**config.mk**
```make
export PLATFORM = sky130hd
export DESIGN_NAME = branch_resolve
export DESIGN_NICKNAME = d
export VERILOG_FILES = /design/src/rtl/wisc_pkg.sv /design/src/rtl/branch_resolve_cond_eval.sv /design/src/rtl/branch_resolve.sv
export SDC_FILE = /design/constraint.sdc
export NUM_CORES = 1
export LEC_CHECK = 0
export CAP_MARGIN = 20
export CORE_MARGIN = 4
export CORE_UTILIZATION = 45
export DETAILED_ROUTE_END_ITERATION = 8
export PLACE_DENSITY_LB_ADDON = 0.3
export SLEW_MARGIN = 20
export SYNTH_ARGS = -nofsm -noshare
export SYNTH_HDL_FRONTEND = slang
export SYNTH_SLANG_ARGS = --single-unit
export TNS_END_PERCENT = 50
```
**constraint.sdc**
```tcl
create_clock -name clk -period 3.6 [get_ports clk]
set_clock_uncertainty 0.05 [all_clocks]
set_input_delay 0.72 -clock clk [delete_from_list [all_inputs] [get_ports clk]]
set_output_delay 0.72 -clock clk [all_outputs]
set_load 0.03 [all_outputs]
```
**src/rtl/wisc_pkg.sv**
```systemverilog
`default_nettype none
// ============================================================================
//  Module      : wisc_pkg
//  Description : Shared definitions for the WISC ID-stage branch resolver:
//                condition codes, flag bit indices and the resolver state
//                encoding.
//  Revision    : 1.0 - initial release
// ============================================================================
package wisc_pkg;

  // Condition codes carried in instr[11:9]
  localparam logic [2:0] COND_NE = 3'b000;
  localparam logic [2:0] COND_EQ = 3'b001;
  localparam logic [2:0] COND_GT = 3'b010;
  localparam logic [2:0] COND_LT = 3'b011;
  localparam logic [2:0] COND_GE = 3'b100;
  localparam logic [2:0] COND_LE = 3'b101;
  localparam logic [2:0] COND_OV = 3'b110;
  localparam logic [2:0] COND_AL = 3'b111;

  // Bit positions inside the {Z,V,N} flag vector
  localparam int FLAG_Z = 2;
  localparam int FLAG_V = 1;
  localparam int FLAG_N = 0;

  typedef enum logic [1:0] {
    IDLE  = 2'd0,
    WAIT  = 2'd1,
    FLUSH = 2'd2
  } br_state_e;

endpackage
`default_nettype wire

```
**src/rtl/branch_resolve_cond_eval.sv**
```systemverilog
`default_nettype none
// ============================================================================
//  Module      : cond_eval
//  Description : Combinational branch-condition evaluator.
//  Ports       : cond  (in, 3)  condition code
//                flags (in, 3)  {Z,V,N}
//                take  (out, 1) condition satisfied
//  Revision    : 1.0 - initial release
// ============================================================================
module cond_eval
  import wisc_pkg::*;
(
  input  logic [2:0] cond,
  input  logic [2:0] flags,
  output logic       take
);

  logic z, v, n;

  assign z = flags[FLAG_Z];
  assign v = flags[FLAG_V];
  assign n = flags[FLAG_N];

  always_comb begin
    take = 1'b0;
    case (cond)
      COND_NE: take = ~z;
      COND_EQ: take = z;
      COND_GT: take = ~z & ~n;
      COND_LT: take = n;
      COND_GE: take = z | ~n;   // Z=1 or (Z=0 and N=0) reduces to Z | ~N
      COND_LE: take = n | z;
      COND_OV: take = v;
      COND_AL: take = 1'b1;
      default: take = 1'b0;
    endcase
  end

endmodule
`default_nettype wire

```
**src/rtl/branch_resolve.sv**
```systemverilog
`default_nettype none
// ============================================================================
//  Module      : branch_resolve
//  Description : ID-stage branch resolver. Shadows the ALU {Z,V,N} flags,
//                evaluates B/BR conditions, computes the target, waits one
//                cycle on a same-cycle flag update, and drives redirect/flush
//                towards IF/ID. Keeps saturating resolved/taken counters.
//  Ports       : clk, rst (async, active-low)
//                flags_wr/flags_in    ALU flag update
//                valid_in, is_br, cond, imm9, pc_plus2, rs_data  branch request
//                stall_ext            freeze everything
//                stall, redirect, target, flush          pipeline control
//                taken_cnt, branch_cnt                   perf counters
//  Revision    : 1.0 - initial release
// ============================================================================
module branch_resolve
  import wisc_pkg::*;
#(
  parameter int FLUSH_CYCLES = 1,
  parameter int CNT_W        = 16
) (
  input  logic             clk,
  input  logic             rst,
  input  logic             flags_wr,
  input  logic [2:0]       flags_in,
  input  logic             valid_in,
  input  logic             is_br,
  input  logic [2:0]       cond,
  input  logic [8:0]       imm9,
  input  logic [15:0]      pc_plus2,
  input  logic [15:0]      rs_data,
  input  logic             stall_ext,
  output logic             stall,
  output logic             redirect,
  output logic [15:0]      target,
  output logic             flush,
  output logic [CNT_W-1:0] taken_cnt,
  output logic [CNT_W-1:0] branch_cnt
);

  localparam logic [1:0] C_FCNT_INIT = 2'(FLUSH_CYCLES - 1);

  br_state_e        state_q, state_d;
  logic [2:0]       flag_q, flag_d;
  logic [2:0]       cond_q, cond_d;
  logic [15:0]      target_q, target_d;
  logic             redirect_q, redirect_d;
  logic             flush_q, flush_d;
  logic [1:0]       fcnt_q, fcnt_d;
  logic [CNT_W-1:0] taken_cnt_q, taken_cnt_d;
  logic [CNT_W-1:0] branch_cnt_q, branch_cnt_d;

  logic [15:0] w_req_target;
  logic [2:0]  w_eval_cond;
  logic        w_take;
  logic        w_resolve;

  // imm9 is a word offset: sign-extend and shift left by one.
  assign w_req_target = is_br ? rs_data
                              : pc_plus2 + {{6{imm9[8]}}, imm9, 1'b0};

  // In WAIT the latched condition is evaluated against the freshly written flags.
  assign w_eval_cond = (state_q == WAIT) ? cond_q : cond;

  cond_eval u_cond_eval (
    .cond  (w_eval_cond),
    .flags (flag_q),
    .take  (w_take)
  );

  always_comb begin
    state_d      = state_q;
    flag_d       = flags_wr ? flags_in : flag_q;
    cond_d       = cond_q;
    target_d     = target_q;
    redirect_d   = redirect_q;
    flush_d      = flush_q;
    fcnt_d       = fcnt_q;
    taken_cnt_d  = taken_cnt_q;
    branch_cnt_d = branch_cnt_q;
    w_resolve    = 1'b0;

    if (!stall_ext) begin
      case (state_q)
        IDLE: begin
          if (valid_in) begin
            target_d = w_req_target;
            cond_d   = cond;
            if (flags_wr) state_d = WAIT;
            else          w_resolve = 1'b1;
          end
        end
        WAIT: w_resolve = 1'b1;
        FLUSH: begin
          redirect_d = 1'b0;
          if (fcnt_q == 2'd0) begin
            flush_d = 1'b0;
            state_d = IDLE;
          end else begin
            fcnt_d = fcnt_q - 2'd1;
          end
        end
        default: state_d = IDLE;
      endcase

      if (w_resolve) begin
        if (~&branch_cnt_q) branch_cnt_d = branch_cnt_q + 1'b1;
        if (w_take) begin
          if (~&taken_cnt_q) taken_cnt_d = taken_cnt_q + 1'b1;
          redirect_d = 1'b1;
          flush_d    = 1'b1;
          fcnt_d     = C_FCNT_INIT;
          state_d    = FLUSH;
        end else begin
          state_d = IDLE;
        end
      end
    end
  end

  always_ff @(posedge clk or negedge rst) begin
    if (!rst) begin
      state_q      <= IDLE;
      flag_q       <= 3'b000;
      cond_q       <= 3'b000;
      target_q     <= 16'h0000;
      redirect_q   <= 1'b0;
      flush_q      <= 1'b0;
      fcnt_q       <= 2'd0;
      taken_cnt_q  <= '0;
      branch_cnt_q <= '0;
    end else begin
      state_q      <= state_d;
      flag_q       <= flag_d;
      cond_q       <= cond_d;
      target_q     <= target_d;
      redirect_q   <= redirect_d;
      flush_q      <= flush_d;
      fcnt_q       <= fcnt_d;
      taken_cnt_q  <= taken_cnt_d;
      branch_cnt_q <= branch_cnt_d;
    end
  end

  // Hazard stall is raised in the request cycle itself so IF/ID hold at once;
  // gated by rst so it reads 0 while reset is held.
  assign stall = rst & ((state_q == WAIT) |
                        ((state_q == IDLE) & valid_in & flags_wr & ~stall_ext));

  assign redirect   = redirect_q;
  assign target     = target_q;
  assign flush      = flush_q;
  assign taken_cnt  = taken_cnt_q;
  assign branch_cnt = branch_cnt_q;

endmodule
`default_nettype wire
```
; Word level (Yosys, flattened, before mapping)
; Cells that the tools add are included.
[totals]
in_bits = 53
output_inout_bits = 51
mem_bits_ro = 0
wordCells = 72
n_memories = 0
regBits = 60
latch_bits = 0
mem_bits_rw = 0
[op_classes]
addsub = 4
n_shift = 0
n_reduce_logical = 9
muxes = 24
eq_ne = 13
multipliers = 0
div_mod_pow = 0
n_lt_le_gt_ge = 0
bitwise_logic = 13
[op_table]
columns = operator, count
row1 = "adder 16 x 1 -> 16 bit, second input constant", 2
row2 = AND reduction 16 bit, 2
row3 = 2-to-1 mux 2 bit, 9
row4 = adder 16 bit, 1
row5 = 2-to-1 mux 16 bit, 1
row6 = "equality test 3 bit, second input constant", 4
row7 = 2-to-1 mux 1 bit, 10
row8 = one-hot mux 1 bit (8 select lines), 1
row9 = "equality test 3 x 2 -> 1 bit, second input constant", 2
row10 = "!= test 3 x 2 -> 1 bit, second input constant", 2
row11 = one-hot mux 2 bit (3 select lines), 1
row12 = AND reduction 3 bit, 2
row13 = AND 1 bit, 5
row14 = NOT 1 bit, 5
row15 = AND reduction 5 bit, 1
row16 = logical NOT 2 bit, 2
row17 = AND reduction 4 bit, 1
row18 = "equality test 3 x 1 -> 1 bit, second input constant", 1
row19 = logical NOT 3 bit, 1
row20 = 2-to-1 mux 3 bit, 1
row21 = "!= test 3 bit, second input constant", 1
row22 = bitwise OR 1 bit, 3
row23 = "equality test 2 x 1 -> 1 bit, second input constant", 1
row24 = "equality test 2 bit, second input constant", 1
row25 = 3 further kinds, 3

; Logic depth before layout (Yosys ltp)
; Gate-level depths: netlist (run 1).
[depth]
ltp_word = 6
mapped_depth = 10
ltp_nobuf = 10

; Cells and area by module
; Synthesis (run 1) repeated with hierarchy kept, for this count alone.
[hier_totals]
hier_cells = 377
hier_area_um2 = 3614.7
[by_module_without_submodules]
columns = mod, n_inst, area_each_um2, cells_each
row1 = branch_resolve, 1, 3538.4, 366
row2 = cond_eval, 1, 76.3, 11

; Worst setup path before layout (run 1)
; OpenSTA, ideal clock, no wires.
[synth_path]
path_kind = input to output
startpoint = input port stall_ext
endpoint = output port stall
path_stages = 5
arrival_ps = 2373
path_buffers = 2
slack_ps = 457
cell_sequence = clkbuf_1 > nor4b_1 > clkbuf_1 > nand2_1 > a21boi_0
[synth_via]
elab_chain_len = 4
[synth_lines]
columns = item, line_no
row1 = "start, declared", branch_resolve.sv:32  ; input logic stall_ext,
row2 = NOT 1 bit (no line), n/a
row3 = AND 1 bit, branch_resolve.sv:148  ; ((state_q == IDLE) & valid_in & flags_wr & ~stall_ext));
row4 = bitwise OR 1 bit, branch_resolve.sv:147  ; assign stall = rst & ((state_q == WAIT) |
row5 = AND 1 bit, branch_resolve.sv:147
row6 = "end, declared", branch_resolve.sv:33  ; output logic stall,
; Every way passes these cells.

; Worst setup path after layout (run 1)
[layout_path]
startpoint = input port imm9[8]
endpoint = register target_q[15] (netlist: target[15])
[layout_via]
elab_chain_len = 2
[layout_lines]
columns = item, line_no
row1 = "start, declared", branch_resolve.sv:29  ; input logic [8:0] imm9,
row2 = adder 16 bit, branch_resolve.sv:60  ; : pc_plus2 + {{6{imm9[8]}}, imm9, 1'b0};
row3 = 2-to-1 mux 16 bit, branch_resolve.sv:59  ; assign w_req_target = is_br ? rs_data
row4 = "end signal, assigned", branch_resolve.sv:136  ; target_q <= target_d;
row5 = "end, declared", branch_resolve.sv:46  ; logic [15:0] target_q, target_d;
; Every way passes these cells.
; A chain may end at the register's enable or synchronous reset.

==> flow_summary.ini, run 1 <==
[setup_path]
end_kind = flip-flop
crit_type = input port to flip-flop
cp-start-kind = input port
required_ns = 3.75
crit_fanout = 7
cp.arrival_ns = 3.12

[power]
cellLeakagePower_nw = 2.12
p_seq_frac = 0.380
switching_power_w = 0.00105
pwr-share-comb = 0.420
clockPowerShare = 0.200
p_per_area_nw_per_um2 = 544
p_sw_frac = 0.394
p_int_w = 0.00161
irDropWorstVdd_uv = 307

[logic_synthesis]
synth.top_cells.by_count = dfrtp_1 (60), nand2_1 (46), nor2_1 (35)
ys_types = 58
ys_seq_elements = 60
yosysMostFrequentCell = dfrtp_1
synthesis.nets = 446
syn_avg_cell_area_um2 = 9.49
synth_edf_count = 0
synth_ff_type = dfrtp_1
synth-seq-area-share = 0.421
netlist_instances = 376
ys_top_cells_by_area = dfrtp_1 (42%), xnor2_1 (5.9%), ha_1 (5.6%), nand2_1 (4.8%), nor2_1 (3.7%)
synth_top_area_frac = 0.421
synth_warnings = 0
yosysTopAreaCell = dfrtp_1
async_flop_share = 1.00
synth_area_um2 = 3570

[drt]
via_per_inst = 5.25
wl_per_cell_um = 13.7
first_pass_iters = 4
drt_iter0_markers = 110
dr_total_vias = 3090
detail-route-antenna-nets = 0
drc_errors = 0
wl_um = 8060

[clock_tree]
cts.htree.levels = 3
clk_pin_slew_ns = 0.07
cts_made_buffers = 9
clockRootBuffer = clkbuf_8
clock_latency_ns = 0.32
cts_num_sinks = 60
cts_setup_buffers = 0
cts_tree = done
post_cts_resized = 0
ctsLongestPathBuffers = 2
postCtsHoldBufs = 0

[run_status]
status = finished, final reports clean

[sta]
finalWorstSetupSlack_ns = 0.627
setup_viol = 0
period_minus_slack_ns = 2.97
hold_viol_final = 0
worst_pin_slew_ns = 0.963
rsz0062_at_grt = false
max_slew_margin = 0.356
report.final.slew_viol_count = 0
fmax_mhz = 336
setup_total_negative_slack_ns = 0
post-route-period-util = 0.826

[floorplanning]
die_h_um = 97.1
floorplan.rows = 32
die_x_um = 97.1
die_area_um2 = 9420
io_pins = 104
core-area_um2 = 7730
floorplan.initialDensity = 0.462

[grt]
grt_max_degree = 61
grt_pass1_vias = 2998
track_usage = 0.169
antenna_found_initial = 0
grt.overflow.total = 0
grt_pass1_wl_um = 13400

[placement]
port_buffers = 103
dpl_worst_slack_ns = 0.342
hpwlAfterDp_um = 6210
dpl_cell_area_um2 = 4700
gp_congestion = 0.875

[job]
drv_cap = 0

[final_layout]
design_area_um2 = 4880
fin_nets = 552
n_fill_cell = 635
area_growth_pct = 36.7
antenna_cells = 0
drive_above_1_share = 0.0821

[hold_path]
hold_path_class = flip-flop to flip-flop
[stage by stage]
| stage | hold slack [ns] | total power (W) | instances | utilization |
|---|---|---|---|---|
| floorplan | 0.374 | 0.00166 | 376 | - |
| global placement | 0.414 | 0.00212 | 573 | 0.608 |
| detailed placement | 0.421 | 0.00214 | 573 | 0.608 |
| CTS | 0.438 | 0.00269 | 589 | 0.631 |
| global route | 0.446 | 0.00282 | 589 | 0.631 |
| finish | 0.435 | 0.00266 | 589 | 0.631 |
[final timing paths]
path	from	end	slack [ns]	depth (start not counted)
worst max-delay path	imm9[8]	target[15]$_DFFE_PN0P_	0.63	8
worst min-delay path	target[2]$_DFFE_PN0P_	target[2]$_DFFE_PN0P_	0.43	2
worst max register to register	state_q[1]$_DFFE_PN0P_	taken_cnt[12]$_DFFE_PN0P_	0.98	7
worst min register to register	target[2]$_DFFE_PN0P_	target[2]$_DFFE_PN0P_	0.43	2
max in group asynchronous	rst	target[12]$_DFFE_PN0P_	2.42	2
min in group asynchronous	rst	taken_cnt[3]$_DFFE_PN0P_	0.55	2
[cell usage in the layout, fill, tap and decap left out, drive strengths merged, types with 2 or more instances in the layout]
master	count
mux2	4
a211o	2
xor2	15
dfrtp	60
nor2	35
buf	5
and3	4
clkinvlp	2
nor4bb	2
a21boi	2
a211oi	3
clkinv	3
o31a	3
xnor2	24
nand3	18
a31oi	3
mux2i	6
nor2b	2
clkbuf	11
a21o	3
nand2	48
o22ai	5
inv	14
a21oi	19
o21ai	24
o21a	5
nand4	8
a22o	2
and4	2
nand2b	4
clkdlybuf4s50	101
nand4b	2
nor3	12
ha	16
a2111oi	2
[metal layers]
layer / track usage / vias up / part of all wire
met5: 0 / - / 0
met4: 0.0691 / 0 / 0.015
met3: 0.0273 / 10 / 0.057
met2: 0.288 / 95 / 0.47
met1: 0.214 / 1442 / 0.45
li1: - / 1543 / -
[area by class of cell]
| cell class | instances | area [µm²] | area share |
|---|---|---|---|
| repair buffers | 106 | 1050 | 0.214 |
| multi-input cells | 291 | 1970 | 0.404 |
| clock buffers | 11 | 141 | 0.0290 |
| clock inverters | 5 | 37.5 | 0.00769 |
| inverters | 14 | 52.6 | 0.0108 |
| well taps | 102 | 128 | 0.0262 |
| flip-flops and latches | 60 | 1500 | 0.308 |
[kinds of logic (layout without fill, tap and decap cells)]
family          count (synthesis)  after routing  synth area share
simple gates                  144            144             0.205
xor+xnor                       39             39            0.0957
compound gates                 81             81             0.155
buf+inv                        25            136            0.0284
mux                            10             10            0.0340
fa+ha+maj                      17             17            0.0617
flops                          60             60             0.421
[flip-flops by register name (all words and copies together), names as in the netlist]
signal	count
flush	1
flag_q	3
branch_cnt	16
target	16
state_q	2
taken_cnt	16
redirect	1
cond_q	3
fcnt_q	2
[critical path, stage by stage]
cell and delay [ns]:
clkdlybuf4s50_1 0.56, ha_1 0.44, a211oi_1 0.36, a21oi_1 0.12, a211o_1 0.29, a221oi_1 0.31, mux2i_1 0.22, nand3_1 0.09
[power by group through the flow]
| stage | Clock [W] | Sequential [W] | Combinational, W |
|---|---|---|---|
| after global placement | 0 | 0.00101 | 0.00110 |
| after detailed placement | 0 | 0.00101 | 0.00112 |
| after global routing | 0.000581 | 0.00104 | 0.00120 |
| after floorplan | 0 | 0.00127 | 0.000395 |
| after CTS | 0.000555 | 0.00101 | 0.00113 |
| final | 0.000532 | 0.00101 | 0.00112 |
No activity file was read; power rests on OpenSTA's default activity.
==> run 2: changes to the inputs <==
--- a/config.mk
+++ b/config.mk
@@ -7,7 +7,7 @@
 export LEC_CHECK = 0
 export CAP_MARGIN = 20
 export CORE_MARGIN = 4
-export CORE_UTILIZATION = 45
+export CORE_UTILIZATION = 43
 export DETAILED_ROUTE_END_ITERATION = 8
 export PLACE_DENSITY_LB_ADDON = 0.3
 export SLEW_MARGIN = 20
==> constraint.sdc (replaced) <==
create_clock -name clk -period 2.7 [get_ports clk]
set_clock_uncertainty 0.05 [all_clocks]
set_input_delay 0.54 -clock clk [delete_from_list [all_inputs] [get_ports clk]]
set_output_delay 0.54 -clock clk [all_outputs]
set_load 0.03 [all_outputs]
==> run 2 against run 1 <==
Compared with the run above:
- cell count up 4.9%
- highest routed layer unchanged
- sequential power grew 32%
- global-route usage is 1.5 points higher
- register-to-register slack worse by 0.60 ns
- sequential share of layout area is 1.5 points lower
==> flow_summary.ini, run 2 (same netlist as run 1, synthesis figures left out) <==
[setup_path]
ff2ff_setup_slack_ns = 0.38
required_ns = 2.86
crit_fanout = 3
r2r-start = state_q[1]$_DFFE_PN0P_
r2r-end = taken_cnt[11]$_DFFE_PN0P_
cp-start-kind = input port
r2r_cells = 8
cp.arrival_ns = 2.78
end_kind = flip-flop
crit_type = input port to flip-flop

[placement]
dpl_cell_area_um2 = 4920
port_buffers = 103
hpwlAfterDp_um = 6880
dp_cells = 602
gp_congestion = 0.931

[power]
irDropWorstVdd_uv = 355
cellLeakagePower_nw = 2.28
p_per_area_nw_per_um2 = 730

[sta]
post-route-period-util = 0.968
hold_viol_final = 0
period_minus_slack_ns = 2.61
report.final.slew_viol_count = 0
setup_total_negative_slack_ns = 0
max_slew_margin = 0.499
fmax_mhz = 383
holdWs_ns = 0.337
setup_viol = 0
worst_pin_slew_ns = 0.752

[job]
drv_cap = 0

[final_layout]
drive_above_1_share = 0.141
design_area_um2 = 5130
area_growth_pct = 43.8
fin_nets = 581
most-common-layout-cells = clkdlybuf4s50_1 (101), dfrtp_1 (60), nand2_1 (46)
fin_cells = 618
antenna_cells = 0
mostFrequentLayoutCell = clkdlybuf4s50_1

[drt]
drt_iter0_markers = 127
dr_total_vias = 3277
detail-route-antenna-nets = 0
wl_per_cell_um = 14.4
wl_um = 8910
drc_errors = 0
first_pass_iters = 4
via_per_inst = 5.30

[clock_tree]
cts_made_buffers = 9
clock_latency_ns = 0.33
clk_pin_slew_ns = 0.07
ctsLongestPathBuffers = 2
cts_num_sinks = 60
clockRootBuffer = clkbuf_8
cts_tree = done
cts.htree.levels = 3
postCtsHoldBufs = 0

[grt]
grt_max_degree = 61
track_usage = 0.185
grt.overflow.total = 0
grt_pass1_vias = 3354
antenna_found_initial = 0
grt_pass1_wl_um = 15000

[floorplanning]
floorplan.rows = 32
die_x_um = 99.1
die_h_um = 99.1
die_area_um2 = 9820
core-area_um2 = 7890
floorplan.initialDensity = 0.452
io_pins = 104

[run_status]
status = finished, final reports clean

[hold_path]
hold_path_class = input port to async pin
## run 2: cell types whose count changed in the layout (fill, tap and decap cells not counted), sizes merged
cell / previous run / this run
bufinv: 0 / 1
buf: 5 / 34
clkbuf: 11 / 10
## run 2: what timing repair did
item	4_1_cts	5_1_grt
cloned	0	0
setup endpoints to repair	1	4
pin swaps	0	1
gates resized for setup	1	4
buffers inserted	0	0
## run 2: worst max path at each step
stage | slack [ns] | end | cells after the start | start
after global routing | -0.002 | target[15]$_DFFE_PN0P_ | 11 | imm9[0]
after detailed placement | -0.38 | target[9]$_DFFE_PN0P_ | 11 | imm9[0]
after CTS | 0.04 | target[15]$_DFFE_PN0P_ | 11 | imm9[0]
after floorplan | 0.14 | stall | 5 | stall_ext
after global placement | -0.24 | target[9]$_DFFE_PN0P_ | 11 | imm9[0]
final | 0.09 | target[15]$_DFFE_PN0P_ | 11 | imm9[0]
## run 2: metal layers
| metal | up-vias | global-route usage | share of wire |
|---|---|---|---|
| li1 | 1608 | - | - |
| met1 | 1542 | 0.229 | 0.44 |
| met2 | 112 | 0.316 | 0.49 |
| met3 | 15 | 0.0365 | 0.054 |
| met4 | 0 | 0.0735 | 0.015 |
| met5 | - | 0 | 0 |
## run 2: area by class of cell
cell class / count / area (µm²)
Clock inverter: 6 / 63.8
Sequential cell: 60 / 1500
Timing Repair Buffer: 135 / 1260
Tap cell: 102 / 128
Fill cell: 654 / 2760
Multi-Input combinational cell: 291 / 1990
Inverter: 14 / 52.6
Clock buffer: 10 / 138
## run 2: where the power goes
part | internal [W] | total (W) | switching (W) | leakage [nW]
logic | 0.000723 | 0.00160 | 0.000873 | 1.40
clock network | 0.000449 | 0.000818 | 0.000369 | 0.0983
registers | 0.00112 | 0.00133 | 0.000209 | 0.774
total | 0.00229 | 0.00374 | 0.00145 | 2.28
## run 2: critical path, cell delays in order
cell,delay [ns]
clkdlybuf4s50_1,0.41
ha_1,0.21
inv_1,0.07
fa_1,0.20
nor2b_2,0.06
o2111ai_1,0.26
nand2_1,0.14
a211o_1,0.32
a221oi_2,0.26
mux2i_1,0.23
nand3_1,0.09
## run 2: stage by stage
step                      worst slack (ns)  power (W)   util
after floorplan                      0.138    0.00222      -
after global routing              -0.00187    0.00396  0.651
after detailed placement            -0.377    0.00294  0.623
final                               0.0875    0.00374  0.651
after CTS                           0.0390    0.00377  0.649
after global placement              -0.243    0.00290  0.623
